===== src/rtl/rng_stim_harness.sv =====
// rng_stim_harness: per-channel Galois LFSR stimulus generators plus a MISR that
// compresses observed outputs into one signature per SIG_PERIOD steps.
module rng_stim_harness #(
    parameter int                    WIDTH      = 32,
    parameter int                    CHANNELS   = 4,
    parameter logic [WIDTH-1:0]      SEED       = 32'h0000_0001,
    parameter logic [WIDTH-1:0]      TAPS       = 32'h8020_0003,
    parameter int                    OBS_WIDTH  = 32,
    parameter int                    MISR_WIDTH = 32,
    parameter logic [MISR_WIDTH-1:0] MISR_TAPS  = 32'h8020_0003,
    parameter int                    SIG_PERIOD = 1024
) (
    input  logic                         clk,
    input  logic                         reset,
    input  logic                         step_en,
    input  logic [OBS_WIDTH-1:0]         obs_in,
    output logic [CHANNELS*WIDTH-1:0]    rand_out,
    output logic [MISR_WIDTH-1:0]        signature,
    output logic                         sig_valid
);
    localparam int CW = (SIG_PERIOD > 1) ? $clog2(SIG_PERIOD) : 1;

    logic [CHANNELS*WIDTH-1:0] seeds;
    logic [CHANNELS*WIDTH-1:0] state_q, state_d;
    logic [MISR_WIDTH-1:0]     misr_q, misr_d, sig_q;
    logic [CW-1:0]             cnt_q, cnt_d;
    logic                      sig_valid_q, last;

    for (genvar c = 0; c < CHANNELS; c++) begin : g_chan
        localparam int R = c % WIDTH;
        localparam logic [2*WIDTH-1:0] ROT = {SEED, SEED} << R;
        logic [WIDTH-1:0] s;
        assign seeds[c*WIDTH +: WIDTH] = ROT[2*WIDTH-1 -: WIDTH];
        assign s = state_q[c*WIDTH +: WIDTH];
        // an all-zero state would lock up forever, so reseed instead of stepping
        assign state_d[c*WIDTH +: WIDTH] = (s == '0) ? seeds[c*WIDTH +: WIDTH] :
            ({s[WIDTH-2:0], 1'b0} ^ (s[WIDTH-1] ? TAPS : '0));
    end

    always_comb begin
        last   = cnt_q == CW'(SIG_PERIOD - 1);
        cnt_d  = last ? '0 : cnt_q + 1'b1;
        misr_d = {misr_q[MISR_WIDTH-2:0], 1'b0} ^ (misr_q[MISR_WIDTH-1] ? MISR_TAPS : '0)
               ^ MISR_WIDTH'(obs_in);
    end

    always_ff @(posedge clk) begin
        if (reset) begin
            state_q     <= seeds;
            misr_q      <= '0;
            cnt_q       <= '0;
            sig_q       <= '0;
            sig_valid_q <= 1'b0;
        end else begin
            sig_valid_q <= step_en && last;
            if (step_en) begin
                state_q <= state_d;
                cnt_q   <= cnt_d;
                misr_q  <= last ? '0 : misr_d;
                if (last) sig_q <= misr_d;
            end
        end
    end

    assign rand_out  = state_q;
    assign signature = sig_q;
    assign sig_valid = sig_valid_q;
endmodule


===== config.mk =====
export PLATFORM = sky130hd
export DESIGN_NAME = rng_stim_harness
export DESIGN_NICKNAME = d
export VERILOG_FILES = /design/src/rtl/rng_stim_harness.sv
export SDC_FILE = /design/constraint.sdc
export NUM_CORES = 1
export LEC_CHECK = 0
export BUFFER_PORTS_ARGS = -buffer_cell sky130_fd_sc_hd__buf_2
export CAP_MARGIN = 0
export CORE_MARGIN = 2
export CORE_UTILIZATION = 45
export DETAILED_ROUTE_END_ITERATION = 7
export PLACE_DENSITY = 0.79
export SLEW_MARGIN = 10
export SYNTH_ARGS = -nofsm -noshare
export SYNTH_HDL_FRONTEND = slang
export SYNTH_SLANG_ARGS = --single-unit

===== constraint.sdc =====
create_clock -name clk -period 5.2 [get_ports clk]
set_clock_uncertainty 0.15 [all_clocks]
set_input_delay 0.52 -clock clk [delete_from_list [all_inputs] [get_ports clk]]
set_output_delay 0.52 -clock clk [all_outputs]
set_load 0.02 [all_outputs]

# Word level (Yosys, flattened, before mapping)
# Index checks and enable logic that the tools add are counted.
dict set report classes {
  addsub 1
  n_eq_ne 1
  mux 11
  n_bitwise 6
  n_reduce_logical 6
}
# operator n
set ops {}
lappend ops {{$mux W32} 10}
lappend ops {{$xor A32 B32 Y32} 6}
lappend ops {{$logic_not A32 Y1} 4}
lappend ops {{$add A10 B1 Y10 const B} 1}
lappend ops {{$eq A10 B10 Y1 const B} 1}
lappend ops {{$mux W10} 1}
lappend ops {{$reduce_and A2 Y1} 1}
lappend ops {{$logic_and A1 B1 Y1} 1}
dict set report word_totals {
  reg_bits 203
  input_bits 35
  output_inout_bits 161
  wordCells 30
}

# Logic depth before layout (Yosys ltp)
# Gate-level depths: netlist of the first run.
dict set report depth {
  ltp_word 4
  mapped_depth 6
  ltp_nobuf 6
}

# Worst setup path after synthesis of the first run
# Ideal clock, no wire load.
dict set report synth_timing {
  kind {input to register}
  start {input step_en}
  end {register sig_q[31], in the netlist signature[31]}
  setup_time_ns 0.117
  arrival_time_ns 1.525
  required_ns 4.933
  slack_ns 3.408
  stages 6
  n_path_buf 2
  cell_sequence {buf_4 -> and4_4 -> nand4_2 -> and2_1 -> buf_6 -> a22o_1}
}
dict set report synth_between {
  elab_chain_len 1
}
# item line
set synth_rtl {}
lappend synth_rtl {{start, declared} 15} ;# input logic step_en,
lappend synth_rtl {{$reduce_and A2 Y1 (no source line)} -}
lappend synth_rtl {{end signal, assigned} 60} ;# if (last) sig_q <= misr_d;
lappend synth_rtl {{end, declared} 25} ;# logic [MISR_WIDTH-1:0] misr_q, misr_d, sig_q;
# Every way passes these cells.
# A chain may end at the register's enable or synchronous reset.

# Final worst setup path of the first run
dict set report layout_timing {
  start {register cnt_q[0]}
  end {register sig_q[1], in the netlist signature[1]}
}
dict set report layout_between {
  elab_chain_len 2
}
# item line
set layout_rtl {}
lappend layout_rtl {{start, declared} 26} ;# logic [CW-1:0] cnt_q, cnt_d;
lappend layout_rtl {{start signal, assigned} 58} ;# cnt_q <= cnt_d;
lappend layout_rtl {{$eq A10 B10 Y1} 41} ;# last = cnt_q == CW'(SIG_PERIOD - 1);
lappend layout_rtl {{$reduce_and A2 Y1 (no source line)} -}
# Every way passes these cells.

==> results of run 1 <==
-- power breakdown --
part           switching (uW)  internal [uW]
registers                26.5           1590
logic                     130           83.7
clock network             601            992
total                     757           2660
-- area by class of cell --
| cell class | instances | area [sq um] | area share, % |
|---|---|---|---|
| well taps | 225 | 282 | 2.92 |
| flip-flops and latches | 203 | 4060 | 42.2 |
| multi-input cells | 522 | 3470 | 36.0 |
| clock inverters | 2 | 60.1 | 0.623 |
| clock buffers | 32 | 679 | 7.05 |
| repair buffers | 202 | 1040 | 10.8 |
| inverters | 12 | 45.0 | 0.467 |
-- synthesized netlist by cell type (2+ instances only) --
cell	n
dfxtp_1	203
nor4b_1	4
and4_1	2
nand2_1	51
clkbuf_1	22
xor2_1	34
a21oi_1	31
nand3_1	40
o41ai_1	3
buf_1	8
nor2_1	124
o41a_1	3
a22o_1	30
inv_1	12
ha_1	5
buf_2	21
mux2i_1	110
nor3_1	6
nor4_1	25
nand4_1	9
xnor2_1	17
o32ai_1	15
or3_1	4
-- worst min-delay path by stage --
stage	from	end	slack (ps)	cells after the start
3_3_place_gp	signature[21]	signature[21]	300	2
5_1_grt	obs_in[13]	misr_q[13]	230	4
6_report	obs_in[19]	misr_q[19]	220	4
4_1_cts	obs_in[8]	misr_q[8]	200	4
3_5_place_dp	signature[21]	signature[21]	300	2
2_1_floorplan	misr_q[10]	misr_q[10]	300	2
-- kinds of logic after synthesis --
kind of cell / Yosys count / share of synthesized area (%)
AND/OR/NAND/NOR: 272 / 15.8
multiplexers: 110 / 14.1
flip-flops: 203 / 52.0
XOR/XNOR: 51 / 5.71
AO/OA/AOI/OAI: 84 / 7.99
adder cells (fa/ha/maj): 5 / 0.800
buffers and inverters: 65 / 3.60
-- state kept, by name (all words and copies together), names as in the netlist --
name       count
cnt_q         10
signature     32
sig_valid      1
rand_out     128
misr_q        32
-- stage by stage --
step / cell area [sq um] / utilization, %
floorplan: 7820 / -
global placement: 8900 / 52.0
detailed placement: 8900 / 52.0
CTS: 9640 / 56.3
global route: 9640 / 56.3
finish: 9640 / 56.3
-- routing by layer --
layer	vias to the layer above	global-route usage (%)	share of wire, %
li1	3117	-	-
met1	2934	25.4	45
met2	158	30.6	46
met3	38	4.53	6.1
met4	0	6.71	2.7
met5	-	0	0
-- worst reg2reg max path, stage by stage (launching register included) --
cell and delay, ps:
dfxtp_1 360, ha_1 240, and4_1 230, nand3_2 620, nor2_1 360, o32ai_1 140
==> results.json, run 1 <==
{
  "outcome": "complete, no violations",
  "gp_congestion": 0.802,
  "cts.repair.resized": 0,
  "io_pins": 196,
  "post_cts_buffers": 0,
  "async_reset_ff_share_pct": 0,
  "initial_core_util_pct": 45.7,
  "fin_setup_tns_ps": 0,
  "rsz0062_at_grt": "false",
  "cp_num_cells": 5,
  "worstSkewPairLatency_ps": 500,
  "ir_drop_v": 0.000225,
  "worst_pin_slew_ps": 986,
  "grt-ovfl-total": 0,
  "hold_path.class": "in -> reg",
  "synthToLayoutAreaGrowth_pct": 23.3,
  "power_density_nw_per_um2": 355,
  "synth-edff-count": 0,
  "fmax_mhz": 445,
  "drc": 0,
  "grt_pass1_wl_um": 29100,
  "num_antenna_cells": 0,
  "critPathRequiredTime_ps": 5400,
  "end_kind": "register",
  "layout-drive-gt1-share_pct": 24.5,
  "hold_buffers": 0,
  "max_stage_delay_ps": 620,
  "setup_viol": 0,
  "synthesis.nets": 830,
  "placedCellCount": 1164,
  "leakagePower_uw": 0.00455,
  "min_period_over_period_pct": 43.2,
  "final_common_cell": "dfxtp_1",
  "yosysWarningCount": 0,
  "avgSynthCellArea_sq_um": 9.90,
  "cp_slowest_cell": "nand3_2",
  "power_uw": 3420,
  "die_h_um": 136,
  "wirelength_um": 18400,
  "dieWidth_um": 136,
  "detailedPlacementHpwl_um": 11900,
  "cts.path.max_buffers": 3,
  "netlist_area_sq_um": 7820,
  "cap_violations": 0,
  "wl_per_cell_um": 15.4,
  "path_buf_inv": 0,
  "rows": 48,
  "layout_common_cells": "dfxtp_1, buf_2, nor2_1, mux2i_1, nand2_1",
  "crit_family": "simple AND/OR/NAND/NOR gates",
  "ys_types": 34,
  "layout_setup_ws_ps": 2950,
  "crit_end": "signature[1]",
  "io_buffers": 195,
  "cts_htree_levels": 1,
  "synth_top_area_share_pct": 52.0,
  "post-place-ws_ps": 2490,
  "viasPerCell": 5.21,
  "r2r_end": "signature[1]",
  "cts_made_buffers": 22,
  "antenna_found_initial": 0,
  "whs_ps": 216,
  "layout.cells.non_filler": 1198,
  "drtIter0Drc": 251,
  "finalHoldViolations": 0,
  "synth_largest_area_cell": "dfxtp_1",
  "ys.flop_type": "dfxtp_1",
  "cts_tree": "built",
  "cp-start-kind": "register",
  "period_minus_slack_ps": 2250,
  "worstRegToRegCells": 5,
  "seq_area_frac_synth_pct": 52.0,
  "core_sq_um": 17100,
  "synth_seq_cells": 203,
  "grt_use_total_pct": 19.2,
  "vias": 6247,
  "path_clk_slew_ps": 60,
  "ys_top_cells_by_area": "dfxtp_1, mux2i_1, nor2_1",
  "critPathMaxFanout": 37,
  "die_area_sq_um": 18400,
  "r2r-start": "cnt_q[0]",
  "nNetsFinal": 1003,
  "ant_nets": 0,
  "reg2reg_slack_ps": 2950,
  "grt_pass1_vias": 5771,
  "relSlewSlack_pct": 34.3,
  "cp-startpoint": "cnt_q[0]",
  "clock_sinks": 203,
  "critical_path_class": "reg -> reg",
  "syn_inst": 790,
  "drt-pass1-iter-count": 4,
  "grt_max_degree": 86,
  "slew_violations": 0,
  "worstPathArrival_ps": 2450,
  "cp_cell_sequence": "ha_1, and4_1, nand3_2, nor2_1, o32ai_1",
  "root_buffer": "clkbuf_16",
  "n_fill_cell": 1529
}
No activity file was read; power rests on OpenSTA's default activity.
==> run 2: changes to the inputs <==
==> constraint.sdc (replaced) <==
create_clock -name clk -period 2.2 [get_ports clk]
set_clock_uncertainty 0.15 [all_clocks]
set_input_delay 0.22 -clock clk [delete_from_list [all_inputs] [get_ports clk]]
set_output_delay 0.22 -clock clk [all_outputs]
set_load 0.02 [all_outputs]
==> run 2 against run 1 <==
Die area is the same. Clock power grew 150%. Wire length increased by 2.8%. Sequential power grew 140%. Worst setup slack worse by 2800 ps. Utilization up 2.8 points. Register-to-register slack worse by 2800 ps. Clock-buffer cell count did not move. Maximum frequency is 9.5% higher. Combinational power grew to 2.7 times the previous value. Largest cell class unchanged. Power increased by 140%.
==> results.json, run 2 (synthesis results as in run 1) <==
{
  "top_layer_used": "met4",
  "nNetsFinal": 1045,
  "outcome": "complete, no violations",
  "relSlewSlack_pct": 59.7,
  "drt-pass1-iter-count": 6,
  "n_fill_cell": 1437,
  "power_density_nw_per_um2": 822,
  "cp-startpoint": "cnt_q[0]",
  "cts.repair.resized": 0,
  "final_util_pct": 59.1,
  "critical_path_class": "reg -> reg",
  "power_uw": 8320,
  "cp-start-kind": "register",
  "worstSkewPairLatency_ps": 490,
  "reg2reg_slack_ps": 150,
  "cts_htree_levels": 1,
  "switchingPower_uw": 1830,
  "p_clk_share_pct": 47.4,
  "cts_made_buffers": 23,
  "worst_pin_slew_ps": 601,
  "crit_end": "signature[18]",
  "critPathRequiredTime_ps": 2430,
  "dieWidth_um": 136,
  "grt-ovfl-total": 0,
  "rsz0062_at_grt": "false",
  "grt_use_total_pct": 19.7,
  "drtIter0Drc": 241,
  "worstPathArrival_ps": 2290,
  "fin_setup_tns_ps": 0,
  "end_kind": "register",
  "ir_drop_v": 0.000599,
  "r2r_end": "signature[18]",
  "clock_sinks": 203,
  "seqPwrFrac_pct": 45.8,
  "rows": 48,
  "fmax_mhz": 487,
  "gp_congestion": 0.808,
  "final_common_cell": "dfxtp_1",
  "synthToLayoutAreaGrowth_pct": 29.5,
  "die_area_sq_um": 18400,
  "leakagePower_uw": 0.00477,
  "ant_nets": 0,
  "switching_share_pct": 22.0,
  "grt_max_degree": 132,
  "layout_common_cells": "dfxtp_1, buf_2, nor2_1, mux2i_1, nand2_1",
  "whs_ps": 70.3,
  "hold_path.class": "in -> reg",
  "cap_violations": 0,
  "worstRegToRegCells": 6,
  "io_pins": 196,
  "io_buffers": 195,
  "root_buffer": "clkbuf_16",
  "slew_violations": 0,
  "grt_pass1_vias": 6176,
  "core_sq_um": 17100,
  "vias": 6566,
  "dr_wl_met2_um": 8810,
  "largest_reg_flops": 128,
  "internal_power_uw": 6490,
  "min_period_over_period_pct": 93.3,
  "cts_tree": "built",
  "period_minus_slack_ps": 2050,
  "wl_per_cell_um": 15.2,
  "antenna_found_initial": 0,
  "drc": 0,
  "setup_viol": 0,
  "num_antenna_cells": 0,
  "met1Wirelength_um": 8410,
  "dr_wl_met3_um": 1220,
  "post_cts_buffers": 0,
  "wirelength_um": 19000,
  "path_clk_slew_ps": 60,
  "combPwrFrac_pct": 6.9,
  "grt_pass1_wl_um": 30200,
  "cts.path.max_buffers": 3,
  "detailedPlacementHpwl_um": 12100,
  "finalHoldViolations": 0,
  "die_h_um": 136,
  "r2r-start": "cnt_q[0]",
  "initial_core_util_pct": 45.7,
  "viasPerCell": 5.27,
  "critPathMaxFanout": 13,
  "layout-drive-gt1-share_pct": 24.4
}
## run 2: critical path, cell delays in order, from the launching register on
cell and delay [ps]:
dfxtp_1 360, ha_1 200, and4_4 270, nand4_2 140, and2_1 370, buf_4 270, a22o_1 190
## run 2: per-layer routing
metal  vias to the layer above  GRT usage [%]
li1                       3198              -
met1                      3118           25.4
met2                       205           32.5
met3                        45           4.56
met4                         0           6.66
met5                         -              0
## run 2: how the worst min path moves through the flow
stage                   endpoint         start  slack, ps  cells past startpoint
floorplan              misr_q[1]     obs_in[1]        300                      3
global placement    signature[1]  signature[1]        300                      2
detailed placement  signature[2]  signature[2]        300                      1
CTS                     cnt_q[4]       step_en         50                      4
global route            cnt_q[4]       step_en        110                      4
finish                  cnt_q[4]       step_en         70                      4
## run 2: metrics by stage
stage	setup slack [ps]	instances	area, sq um
after floorplan	507	790	7820
final	147	1245	10100
after CTS	140	1245	10100
after detailed placement	142	1173	9020
after global routing	44.7	1245	10100
after global placement	216	1173	9020
## run 2: cell type report
cell class	count	area (sq um)	area share [%]
sequential	203	4060	40.1
multi-input combinational	522	3470	34.3
timing repair buffer	243	1480	14.6
clock buffer	32	639	6.32
tap	225	282	2.78
clock inverter	8	146	1.45
inverter	12	45.0	0.445
## run 2: power groups by stage
stage	sequential, uW	combinational [uW]	clock [uW]
2_1_floorplan	3900	360	0
5_1_grt	3820	623	4180
6_report	3810	570	3940
3_3_place_gp	3890	517	0
4_1_cts	3810	571	4030
3_5_place_dp	3890	523	0
## run 2: what timing repair did
| action | CTS | global route |
|---|---|---|
| endpoints found under the setup margin | 0 | 0 |
| hold buffers | 32 | 0 |
| hold endpoints to repair | 60 | 0 |
